==> config.mk <==
export PLATFORM = sky130hd
export DESIGN_NAME = fifo_wr_arbiter
export DESIGN_NICKNAME = d
export VERILOG_FILES = /design/src/rtl/fifo_wr_arbiter.sv
export SDC_FILE = /design/constraint.sdc
export NUM_CORES = 1
export LEC_CHECK = 0
export BUFFER_PORTS_ARGS = -buffer_cell sky130_fd_sc_hd__buf_2
export CAP_MARGIN = 20
export CORE_ASPECT_RATIO = 0.8
export CORE_MARGIN = 4
export CORE_UTILIZATION = 44
export CTS_BUF_LIST = sky130_fd_sc_hd__clkbuf_8
export CTS_CLUSTER_DIAMETER = 150
export DETAILED_ROUTE_END_ITERATION = 12
export GPL_TIMING_DRIVEN = 0
export PLACE_DENSITY = 0.95
export SYNTH_ARGS = -nofsm -noshare
export SYNTH_HDL_FRONTEND = slang
export SYNTH_SLANG_ARGS = --single-unit
==> constraint.sdc <==
create_clock -name clk_i -period 3.9 [get_ports clk_i]
set_clock_uncertainty 0.05 [all_clocks]
set_input_delay 0.78 -clock clk_i [delete_from_list [all_inputs] [get_ports clk_i]]
set_output_delay 0.78 -clock clk_i [all_outputs]
set_load 0.005 [all_outputs]
==> src/rtl/fifo_wr_arbiter.sv <==
// rtl/fifo_wr_arbiter.sv - round-robin burst-bounded arbiter sharing one FIFO write port among N producers
module fifo_wr_arbiter #(
    parameter int N      = 4,
    parameter int DWIDTH = 8,
    parameter int BURST  = 4
) (
    input  logic                  clk_i,
    input  logic                  srst_i,
    input  logic [N-1:0]          req_valid_i,
    input  logic [N*DWIDTH-1:0]   req_data_i,
    output logic [N-1:0]          req_ready_o,
    input  logic                  fifo_full_i,
    output logic                  fifo_wrreq_o,
    output logic [DWIDTH-1:0]     fifo_data_o,
    output logic [N-1:0]          grant_o,
    output logic                  busy_o
);

    localparam int IW = (N > 1) ? $clog2(N) : 1;
    localparam int CW = (BURST > 1) ? $clog2(BURST) : 1;

    typedef enum logic {
        ST_ARB,
        ST_GRANT
    } state_t;

    state_t          state_q, state_d;
    logic [IW-1:0]   gnt_q, gnt_d;
    logic [IW-1:0]   ptr_q, ptr_d;
    logic [CW-1:0]   cnt_q, cnt_d;
    logic [IW-1:0]   sel_idx;
    logic [IW-1:0]   cand;
    logic [IW-1:0]   gnt_inc;
    logic            sel_found;
    logic            granted;
    logic            wr;
    logic            release_now;
    logic [N-1:0]    gnt_onehot;

    // Scan from the highest offset down so the lowest offset from ptr wins.
    always_comb begin
        sel_found = 1'b0;
        sel_idx   = '0;
        cand      = '0;
        for (int i = N - 1; i >= 0; i--) begin
            cand = IW'((int'(ptr_q) + i) % N);
            if (req_valid_i[cand]) begin
                sel_found = 1'b1;
                sel_idx   = cand;
            end
        end
    end

    assign gnt_inc    = (gnt_q == IW'(N - 1)) ? '0 : gnt_q + 1'b1;
    assign granted    = (state_q == ST_GRANT);
    assign gnt_onehot = N'(1) << gnt_q;

    // Outputs are gated by srst_i so nothing is written in the reset cycle itself.
    assign wr          = granted && !srst_i && req_valid_i[gnt_q] && !fifo_full_i;
    assign release_now = !req_valid_i[gnt_q] || (wr && (cnt_q == CW'(BURST - 1)));

    assign busy_o       = granted;
    assign grant_o      = granted ? gnt_onehot : '0;
    assign fifo_wrreq_o = wr;
    assign req_ready_o  = wr ? gnt_onehot : '0;
    assign fifo_data_o  = (granted && !srst_i) ? req_data_i[gnt_q*DWIDTH +: DWIDTH] : '0;

    always_comb begin
        state_d = state_q;
        gnt_d   = gnt_q;
        ptr_d   = ptr_q;
        cnt_d   = cnt_q;
        case (state_q)
            ST_ARB: begin
                if (sel_found) begin
                    state_d = ST_GRANT;
                    gnt_d   = sel_idx;
                    cnt_d   = '0;
                end
            end
            ST_GRANT: begin
                if (release_now) begin
                    state_d = ST_ARB;
                    ptr_d   = gnt_inc;
                end else if (wr) begin
                    cnt_d = cnt_q + 1'b1;
                end
            end
            default: state_d = ST_ARB;
        endcase
    end

    always_ff @(posedge clk_i) begin
        if (srst_i) begin
            state_q <= ST_ARB;
            gnt_q   <= '0;
            ptr_q   <= '0;
            cnt_q   <= '0;
        end else begin
            state_q <= state_d;
            gnt_q   <= gnt_d;
            ptr_q   <= ptr_d;
            cnt_q   <= cnt_d;
        end
    end

endmodule

==> results_dict.tcl <==
set metrics [dict create \
    synthTopCellsByArea "mux4_2, dfxtp_1, ha_1" \
    row_count 13 \
    drtAntennaViolNets 0 \
    muxShareOfSynthArea 0.3076 \
    yosysTopAreaCell "mux4_2" \
    placed_cells 153 \
    layout_min_cycle_time_ps 2703 \
    netlist.area_leader.share 0.2664 \
    final-hold-violation-count 0 \
    h-tree-depth 1 \
    clkPwrFrac 0.358 \
    nFillCells 136 \
    holdWs_ps 437.4 \
    fmax_mhz 369.9 \
    outcome "finished, final reports clean" \
    drt_iter0_drc 25 \
    cts_resized 0 \
    ctsHoldBuffers 0 \
    cts_tree "yes" \
    grt_pass1_wl_um 3263 \
    nNetsFinal 180 \
    synth_edf_count 0 \
    antenna_cells 0 \
    grt_pass1_vias 763 \
    clk_latency_ps 230 \
    area_growth_syn_to_layout_pct 45.72 \
    syn-cell-area_um2 760.7 \
    fin_cells 157 \
    overflow 0 \
    seqCellArea_um2 140.1 \
    gp_congestion 0.7798 \
    worstSetupStartpointType "input port" \
    relSlewSlack 0.6496 \
    dieHeight_um 45.19 \
    synth-main-ff-cell "dfxtp_1" \
    dr.pass1.iters 4 \
    power.internal_mw 0.1986 \
    final-setup-viol-count 0 \
    synth-simple-area-share 0.2451 \
    track_usage 0.1833 \
    grt_max_degree 11 \
    post_cts_buffers 0 \
    required_ps 3070 \
    synth_xor_area_frac 0 \
    synth-compound-area-share 0.1382 \
    p_comb_frac 0.348 \
    fin_tns_setup_ps 0 \
    rsz0062_at_grt "no" \
    multiInputGateArea_um2 588.1 \
    path_class "in2out" \
    p_sw_frac 0.2722 \
    seq_power_share 0.295 \
    yosysUniqueCellTypes 29 \
    dieArea_um2 2462 \
    io_buffer_count 55 \
    finalCritPeriodShare 0.6932 \
    initial_core_util 0.4677 \
    syn_nets 120 \
    p_leak_nw 0.5443 \
    vias 845 \
    max-cap-violations 0 \
    place_ws_ps 1202 \
    syn_avg_cell_area_um2 10.01 \
    slew_violations 0 \
    layout_setup_ws_ps 1197 \
    cts.sinks 7 \
    synth-seq-area-share 0.1842 \
    cp_max_fo 10 \
    vdd_drop_max_v 0.0001901 \
    synthAdderAreaFrac 0.08224 \
    drive_gt1_frac 0.5407 \
    hold_class "reg2reg" \
    worst_slew_pin_slew_ps 520.8 \
    yosys_warnings 0 \
    switchingPower_mw 0.07427 \
    synth_top_family_by_area "multiplexers" \
    avgRoutedWirePerCell_um 14.29 \
    drc 0 \
    clk_pin_slew_ps 40 \
    fp.coreArea_um2 1627 \
    critical_path_arrival_ps 1870 \
    antenna_found_initial 0 \
    dp_hpwl_um 1869 \
    dieWidth_um 54.49 \
    via_per_inst 5.382 \
    power_mw 0.2729 \
    wirelength_um 2244 \
    power.density_nw_per_um2 246.2 \
    cts-buffers-inserted 3 \
    async_flop_share 0 \
    postSynthCellCount 76 \
    root_buffer "clkbuf_8" \
    end_kind "output pin" \
    cts_buffer_depth 2 \
    io_pins 57 \
    ys_ff_latch 7 \
]
[sequential cells by signal (all words and copies together) (netlist names)]
signal	flops
busy_o	1
cnt_q	2
gnt_q	2
ptr_q	2
[power groups by stage]
stage / Clock, mW / Combinational, mW / Sequential [mW]
after global routing: 0.105 / 0.104 / 0.0808
final: 0.0976 / 0.0949 / 0.0804
after floorplan: 0 / 0.0575 / 0.0807
after CTS: 0.0992 / 0.0950 / 0.0802
after detailed placement: 0 / 0.0944 / 0.0813
after global placement: 0 / 0.0911 / 0.0810
[per-stage QoR]
| stage | instance area [µm²] | utilization |
|---|---|---|
| 2_1_floorplan | 760.7 | - |
| 3_3_place_gp | 1064 | 0.6538 |
| 3_5_place_dp | 1064 | 0.6538 |
| 4_1_cts | 1109 | 0.6815 |
| 5_1_grt | 1109 | 0.6815 |
| 6_report | 1109 | 0.6815 |
[cell families (layout without fill, tap and decap cells)]
group	after synthesis	after routing
flops	7	7
mux	12	12
buf+inv	8	67
simple gates	29	29
fa+ha+maj	5	5
compound gates	15	15
[synthesized netlist by cell type, types with 2 or more instances]
cell,count
and2_1,8
a21oi_1,4
mux2i_1,2
nor2_1,4
nand2_1,2
mux4_2,9
o31ai_1,2
nand2b_1,2
nor2b_1,8
inv_1,4
buf_2,2
dfxtp_1,7
clkbuf_1,2
ha_1,5
[worst max-delay path, cell delays in order]
cell	delay, ps
clkbuf_1	170
nand2b_2	340
nor3b_4	300
and2_1	160
buf_2	110
[path summary, 6_finish.rpt]
path                    endpoint  slack, ps  cells after the start      from
setup / recovery  req_ready_o[1]       1200                      5    srst_i
hold / removal          cnt_q[1]        440                      1  cnt_q[1]
setup reg to reg        ptr_q[1]       2220                      4  gnt_q[0]
hold reg to reg         cnt_q[1]        440                      1  cnt_q[1]
[final cells by class]
type	instances	share of cell area
Inverter	4	0.01354
Clock inverter	1	0.003386
Clock buffer	3	0.03725
Multi-Input combinational cell	61	0.5305
Timing Repair Buffer	55	0.2483
Sequential cell	7	0.1264
Buffer	4	0.01580
Tap cell	22	0.02483
[per-layer routing]
layer | wire, µm | track usage | part of all wire | up-vias
li1 | - | - | - | 405
met1 | 851 | 0.2140 | 0.38 | 405
met2 | 1261 | 0.3150 | 0.56 | 31
met3 | 104 | 0.07261 | 0.046 | 4
met4 | 27 | 0.03980 | 0.012 | 0
met5 | 0 | 0 | 0 | -
[cell usage in the layout (no fill, tap or decap), drive strengths merged, types with 2 or more instances in the layout]
cell type / synthesis / final
nand2b: 3 / 3
ha: 5 / 5
clkbuf: 2 / 5
mux2i: 2 / 2
and2: 8 / 8
a21oi: 4 / 4
buf: 2 / 57
nor2b: 8 / 8
nand2: 2 / 2
inv: 4 / 5
mux4: 9 / 9
dfxtp: 7 / 7
nor2: 4 / 4
o31ai: 2 / 2
(Power assumes the default switching activity.)
